==> src/rtl/record_writer.sv <==
// Avalon-MM write master: accepts one NDWORDS x 32-bit record and writes it to
// memory as 2*NDWORDS little-endian halfwords starting at baseaddr + index*record_size.
module record_writer #(
  parameter int NDWORDS = 4
) (
  input  logic                    i_clk,
  input  logic                    i_rstn,
  input  logic [31:0]             baseaddr,
  input  logic [31:0]             index,
  input  logic [32*NDWORDS-1:0]   data,
  input  logic                    ivalid,
  output logic                    iready,
  output logic                    odone,
  output logic                    avm_m0_write,
  output logic [31:0]             avm_m0_address,
  output logic [15:0]             avm_m0_writedata,
  output logic [1:0]              avm_m0_byteenable,
  input  logic                    avm_m0_waitrequest
);

  localparam int NHALF = 2 * NDWORDS;
  localparam int CNT_W = $clog2(NHALF) + 1;
  localparam logic [CNT_W-1:0] LAST = CNT_W'(NHALF - 1);
  localparam logic [31:0] REC_BYTES = 32'(NDWORDS * 4);

  typedef enum logic {IDLE, WRITE} state_t;

  state_t                  state, state_next;
  logic                    accept, xfer, last_xfer;
  logic [CNT_W-1:0]        k;
  logic [32*NDWORDS-1:0]   record;
  logic [31:0]             start_addr;

  // Halfword idx of the record; even idx is the low half of word idx>>1.
  function automatic logic [15:0] halfword(input logic [32*NDWORDS-1:0] rec,
                                           input logic [CNT_W-1:0] idx);
    return rec[16*idx +: 16];
  endfunction

  // Product is truncated to 32 bits, so the record address wraps modulo 2^32.
  assign start_addr = baseaddr + index * REC_BYTES;

  always_ff @(posedge i_clk or negedge i_rstn) begin
    if (!i_rstn) state <= IDLE;
    else         state <= state_next;
  end

  always_comb begin
    state_next        = state;
    iready            = 1'b0;
    avm_m0_write      = 1'b0;
    avm_m0_byteenable = 2'b00;
    accept            = 1'b0;
    xfer              = 1'b0;
    last_xfer         = 1'b0;
    case (state)
      IDLE: begin
        iready = 1'b1;
        accept = ivalid;
        if (accept) state_next = WRITE;
      end
      WRITE: begin
        avm_m0_write      = 1'b1;
        avm_m0_byteenable = 2'b11;
        xfer              = !avm_m0_waitrequest;
        last_xfer         = xfer && (k == LAST);
        if (last_xfer) state_next = IDLE;
      end
      default: state_next = IDLE;
    endcase
  end

  // Address and data registers only move on accept or on a completed transfer,
  // which keeps them stable for the whole of a waitrequest stall.
  always_ff @(posedge i_clk or negedge i_rstn) begin
    if (!i_rstn) begin
      k                <= '0;
      record           <= '0;
      avm_m0_address   <= '0;
      avm_m0_writedata <= '0;
      odone            <= 1'b0;
    end else begin
      odone <= last_xfer;
      if (accept) begin
        record           <= data;
        k                <= '0;
        avm_m0_address   <= start_addr;
        avm_m0_writedata <= data[15:0];
      end else if (xfer && !last_xfer) begin
        k                <= k + CNT_W'(1);
        avm_m0_address   <= avm_m0_address + 32'd2;
        avm_m0_writedata <= halfword(record, k + CNT_W'(1));
      end
    end
  end

endmodule

==> config.mk <==
export PLATFORM = sky130hd
export DESIGN_NAME = record_writer
export DESIGN_NICKNAME = d
export VERILOG_FILES = /design/src/rtl/record_writer.sv
export SDC_FILE = /design/constraint.sdc
export NUM_CORES = 1
export LEC_CHECK = 0
export ABC_AREA = 1
export CORE_MARGIN = 2
export CORE_UTILIZATION = 57
export CTS_BUF_LIST = sky130_fd_sc_hd__clkbuf_2
export DETAILED_ROUTE_END_ITERATION = 8
export GPL_TIMING_DRIVEN = 0
export PLACE_DENSITY = 0.89
export SYNTH_ARGS = -nofsm -noshare
export SYNTH_HDL_FRONTEND = slang
export SYNTH_SLANG_ARGS = --single-unit
==> constraint.sdc <==
create_clock -name i_clk -period 5.2 [get_ports i_clk]
set_clock_uncertainty 0.15 [all_clocks]
set_input_delay 1.04 -clock i_clk [delete_from_list [all_inputs] [get_ports i_clk]]
set_output_delay 1.04 -clock i_clk [all_outputs]
set_load 0.02 [all_outputs]
==> qor.csv, run 1 <==
metric,value,unit
hold_class,flip-flop to flip-flop,
synth.area.top_cells,"dfrtp_1, nand2_1, o21ai_0",
seqPwrFrac,0.365,
async_flop_share,1.000,
grt_max_degree,115,
cts-root-buf,clkbuf_2,
nets,2167,
maxSlewViolCount,0,
die_h,144.2,um
final_area,14270,sq um
syn_nets,1902,
syn_area_per_cell,6.682,sq um
antenna_left,0,
fin_crit_sh,0.6552,
vdd_drop_max,0.2852,mV
drc,0,
antenna_found_initial,1,
vias,12055,
cts_sinks,182,
utilization,0.7358,
critPathArrivalTime,2.22,ns
syn_area,11200,sq um
max-slew-margin-rel,0.5086,
clkPwrFrac,0.105,
start_util,0.5773,
area_growth,27.45,%
power,7.251,mW
multi_input_area,5682,sq um
rrSetupSlack,2.70,ns
io_buffer_count,244,
placed_cell_area,14010,sq um
fmax,293.5,MHz
cts_tree,yes,
die_area,20790,sq um
fin_hold_ws,0.3551,ns
worst_slew_pin_slew,0.7371,ns
wl_per_cell,16.35,um
via_per_inst,5.430,
yosysTopAreaCell,dfrtp_1,
cts_max_level,4,
routabilityCongestion,1.009,
final-setup-viol-count,0,
coreArea,19400,sq um
critPathCaptureType,primary output,
hold_violations,0,
cp.required,4.01,ns
ys_seq_area_frac,0.4067,
outcome,"complete, no violations",
clk_latency,0.81,ns
hpwl,28600,um
final_layout_size_suffix_gt1_frac,0.04197,
p_leak,7.181,nW
fp.dieW,144.2,um
switching_power,3.517,mW
synth-edff-count,0,
power_frac_comb,0.530,
grt_overflow,0,
io_pins,249,
power_density,508.0,nW/um^2
period_minus_slack,3.407,ns
critical_path_class,flip-flop to primary output,
synth_top_area_share,0.4067,
p_int,3.735,mW
grt_pass1_wl,56550,um
seqCellArea,4554,sq um
synthTopCellsByCount,"nand2_1, dfrtp_1, inv_1, o21ai_0, nor2_1",
wirelength,36290,um
ys_warn_count,0,
fp-row-count,51,
rsz0062_at_grt,no,
critPathLaunchType,flip-flop,
synthCells,1676,
path_clk_slew,0.29,ns
setup_tns,0,ns
cts_made_buffers,17,
p_sw_frac,0.4850,
grt_pass1_vias,11487,
crit_fanout,6,
first_iter_violations,1234,
synth-seq-cells,182,
synthFlopType,dfrtp_1,
fillers,1658,
synth_most_common_cell,nand2_1,
grtUsageTotal,0.3558,
max_cap_viol_count,0,
clockBufferDepth,2,
synth_cell_types,40,
drt-pass1-iter-count,6,
worst paths after layout:
check / start / end / cells past startpoint
worst max register to register: k[1] / avm_m0_writedata[9] / 9
worst min-delay path: record[88] / record[88] / 2
worst max-delay path: state / iready / 2
max in group asynchronous: i_rstn / record[63] / 3
min in group asynchronous: i_rstn / record[72] / 2
worst min register to register: record[88] / record[88] / 2
worst max-delay path: stages (launching register included):
cell and delay (ns):
dfrtp_1 0.57, inv_1 0.15, clkdlybuf4s50_1 0.69
cells by family (layout without fill, tap and decap cells):
kind of cell | count (synthesis) | in the layout | synth area share
compound gates | 271 | 271 | 0.1248
xor+xnor | 14 | 14 | 0.01095
fa+ha+maj | 30 | 30 | 0.03419
buf+inv | 244 | 522 | 0.08602
flops | 182 | 182 | 0.4067
other cells | 0 | 1 | 0
simple gates | 935 | 935 | 0.3374
sequential cells by signal (all words and copies together) (netlist names):
register,cells
avm_m0_address,32
record,128
k,4
state,1
avm_m0_writedata,16
odone,1
layout make-up:
cell class	instances	share of cell area
Sequential cell	182	0.3191
Buffer	70	0.02174
Tap cell	265	0.02323
Clock inverter	14	0.01157
Antenna cell	1	0.0001753
Multi-Input combinational cell	1250	0.3981
Clock buffer	18	0.006311
Inverter	174	0.04576
Timing Repair Buffer	246	0.1741
per-stage QoR:
stage | worst slack [ns] | cells
6_report | 1.793 | 2220
5_1_grt | 1.721 | 2220
4_1_cts | 1.793 | 2219
3_5_place_dp | 1.584 | 2186
3_3_place_gp | -4.506 | 2185
2_1_floorplan | 2.522 | 1676
placed cells by master (no fill, tap or decap), types with 11 or more instances in the layout:
| cell | n |
|---|---|
| a21oi_1 | 77 |
| a31oi_1 | 22 |
| buf_2 | 16 |
| clkbuf_1 | 37 |
| clkbuf_2 | 19 |
| clkdlybuf4s50_1 | 243 |
| dfrtp_1 | 182 |
| ha_1 | 29 |
| inv_1 | 169 |
| nand2_1 | 690 |
| nand3_1 | 58 |
| nand4_1 | 11 |
| nor2_1 | 131 |
| nor3_1 | 12 |
| o21ai_0 | 156 |
| xor2_1 | 12 |
power groups by stage:
stage / Combinational (mW) / Sequential [mW] / Clock [mW]
after global routing: 4.27 / 2.70 / 0.808
after CTS: 3.77 / 2.62 / 0.753
after detailed placement: 3.75 / 2.65 / 0
after floorplan: 2.20 / 2.69 / 0
after global placement: 3.64 / 2.63 / 0
final: 3.85 / 2.65 / 0.759
timing repair:
item	4_1_cts	5_1_grt
buffers inserted	0	0
hold buffers	1	0
gates resized for setup	0	0
endpoints found under the hold margin	19	0
metal layers:
metal	part of all wire	vias up	track usage	wire length, um
li1	-	5808	-	-
met1	0.38	5485	0.4384	13890
met2	0.49	644	0.6203	17620
met3	0.084	118	0.04503	3063
met4	0.047	0	0.1737	1714
met5	0	-	0	0
No activity file was read; power rests on OpenSTA's default activity.
==> run 2: changes to the inputs <==
Settings changed: CORE_UTILIZATION 57 to 48, PLACE_DENSITY 0.89 to 0.8.
Clock period 5.2 ns to 3 ns, I/O delays scaled along.
==> run 2 against run 1 <==
  * Critical path depth did not move
  * Utilization down 11 points
  * Via count decreased by 0.63%
  * Count of clock-buffer cells in the layout fell by 1
  * Register-to-register slack lost 2.2 ns
  * Critical path type unchanged
  * Critical endpoint unchanged
  * Largest cell class unchanged
  * Largest power group unchanged
  * Highest routed layer unchanged
==> qor.csv, run 2 (synthesized netlist as in run 1, its figures left out) <==
metric,value,unit,change
outcome,"complete, no violations",,
fillers,2150,,+30%
rr_worst_depth,9,,unchanged
final_cell_mix,"nand2_1, clkdlybuf4s50_1, dfrtp_1",,
nets,2167,,unchanged
fp-row-count,55,,+7.8%
fin_crit_sh,0.9659,,
vdd_drop_max,0.4413,mV,+55%
setup.worst_path.start,state,,
final_layout_size_suffix_gt1_frac,0.04199,,about the same
routabilityCongestion,1.102,,+9.3%
area_growth,27.92,%,
rr_endpoint,avm_m0_writedata[10],,
hold_violations,0,,unchanged
grt_overflow,0,,unchanged
io_buffer_count,244,,unchanged
coreArea,22780,sq um,+17%
rrSetupSlack,0.47,ns,-2.23 ns
start_util,0.4917,,-0.08566
io_pins,249,,unchanged
reg_top3,"record x128, avm_m0_address x32, avm_m0_writedata x16",,
period_minus_slack,2.898,ns,
final_area,14330,sq um,+0.37%
drt-pass1-iter-count,6,,unchanged
utilization,0.6289,,-0.1069
fp.dieW,156.8,um,+8.7%
critPathCaptureType,primary output,,
largest_reg_flops,128,,unchanged
first_iter_violations,1033,,-16%
drc,0,,unchanged
power_density,876.6,nW/um^2,+73%
path_clk_slew,0.35,ns,+0.06 ns
hold_class,input pin to async pin,,
critPathArrivalTime,2.15,ns,-0.07 ns
wirelength,37360,um,+2.9%
fin_cells,2267,,+2.1%
final-setup-viol-count,0,,unchanged
placedCellCount,2234,,+2.2%
antenna_found_initial,1,,unchanged
worst_slew_pin_slew,0.7441,ns,+0.006972 ns
die_h,156.8,um,+8.7%
rsz0062_at_grt,no,,
clk_latency,0.81,ns,about the same
critPathLaunchType,flip-flop,,
via_per_inst,5.284,,-2.7%
hpwl,29920,um,+4.6%
p_leak,7.180,nW,about the same
die_area,24570,sq um,+18%
maxSlewViolCount,0,,unchanged
placed_cell_area,14070,sq um,+0.43%
fin_hold_ws,0.1228,ns,-0.2322 ns
cts_made_buffers,17,,unchanged
cts-root-buf,clkbuf_2,,
fmax,345.1,MHz,
antenna_left,0,,unchanged
cts_tree,yes,,
max_cap_viol_count,0,,unchanged
regMostFlops,record,,
cts_max_level,4,,unchanged
final_common_cell,nand2_1,,
critical_path_class,flip-flop to primary output,,
grt_max_degree,121,,+5.2%
crit_fanout,6,,unchanged
grt_pass1_wl,59190,um,+4.7%
clockBufferDepth,2,,unchanged
r2r_start,k[0],,
cts_sinks,182,,unchanged
vias,11979,,-0.63%
grtUsageTotal,0.3117,,-0.04415
grt_pass1_vias,11661,,+1.5%
wl_per_cell,16.48,um,+0.81%
cp-endpoint,iready,,
cp.required,2.25,ns,-1.76 ns
max-slew-margin-rel,0.5040,,-0.004648
## run 2: cell count changes in the layout (fill, tap and decap cells not counted), sizes merged
cell,previous run,this run
bufinv,1,0
clkinvlp,3,1
clkbuf,57,56
clkinv,5,7
inv,179,180
## run 2: worst min-delay path by stage
stage,endpoint,slack [ns],cells past startpoint
final,avm_m0_address[31],0.12,2
after CTS,record[37],0.10,3
after global routing,record[37],0.07,3
after floorplan,avm_m0_address[0],0.15,0
after global placement,record[81],0.30,2
after detailed placement,record[54],0.30,2
## run 2: worst max-delay path: stages (launching register included)
cell	delay (ns)
dfrtp_2	0.58
inv_1	0.13
clkdlybuf4s50_1	0.63
## run 2: what timing repair did
item | CTS | global route
hold buffers | 1 | 0
setup buffers | 0 | 0
gates resized for setup | 1 | 0
endpoints found under the setup margin | 3 | 0
endpoints found under the hold margin | 62 | 0
## run 2: layout make-up
type / count / area [sq um] / share of cell area
Tap cell: 313 / 391.6 / 0.02734
Clock buffer: 17 / 85.08 / 0.005939
Antenna cell: 1 / 2.502 / 0.0001747
Buffer: 70 / 310.3 / 0.02166
Clock inverter: 14 / 161.4 / 0.01127
Sequential cell: 182 / 4556 / 0.3180
Multi-Input combinational cell: 1250 / 5682 / 0.3966
Timing Repair Buffer: 246 / 2485 / 0.1735
Inverter: 174 / 653.1 / 0.04559
## run 2: metrics by stage
stage / setup TNS, ns / total power, mW / worst slack [ns]
2_1_floorplan: 0 / 8.478 / 0.7621
3_3_place_gp: -1139.13 / 11.02 / -6.273
3_5_place_dp: -0.6502 / 11.19 / -0.1655
4_1_cts: 0 / 12.44 / 0.07488
5_1_grt: 0 / 13.58 / 0.01157
6_report: 0 / 12.56 / 0.1023
## run 2: power by group
part / internal, mW / switching (mW)
Clock: 0.276 / 0.999
Sequential: 3.65 / 0.966
Combinational: 2.48 / 4.19
## run 2: per-layer routing
| metal | vias to the layer above | global-route usage | part of all wire |
|---|---|---|---|
| met5 | - | 0 | 0 |
| met4 | 0 | 0.1415 | 0.047 |
| met3 | 114 | 0.04514 | 0.071 |
| met2 | 565 | 0.5368 | 0.47 |
| met1 | 5476 | 0.3874 | 0.41 |
| li1 | 5824 | - | - |
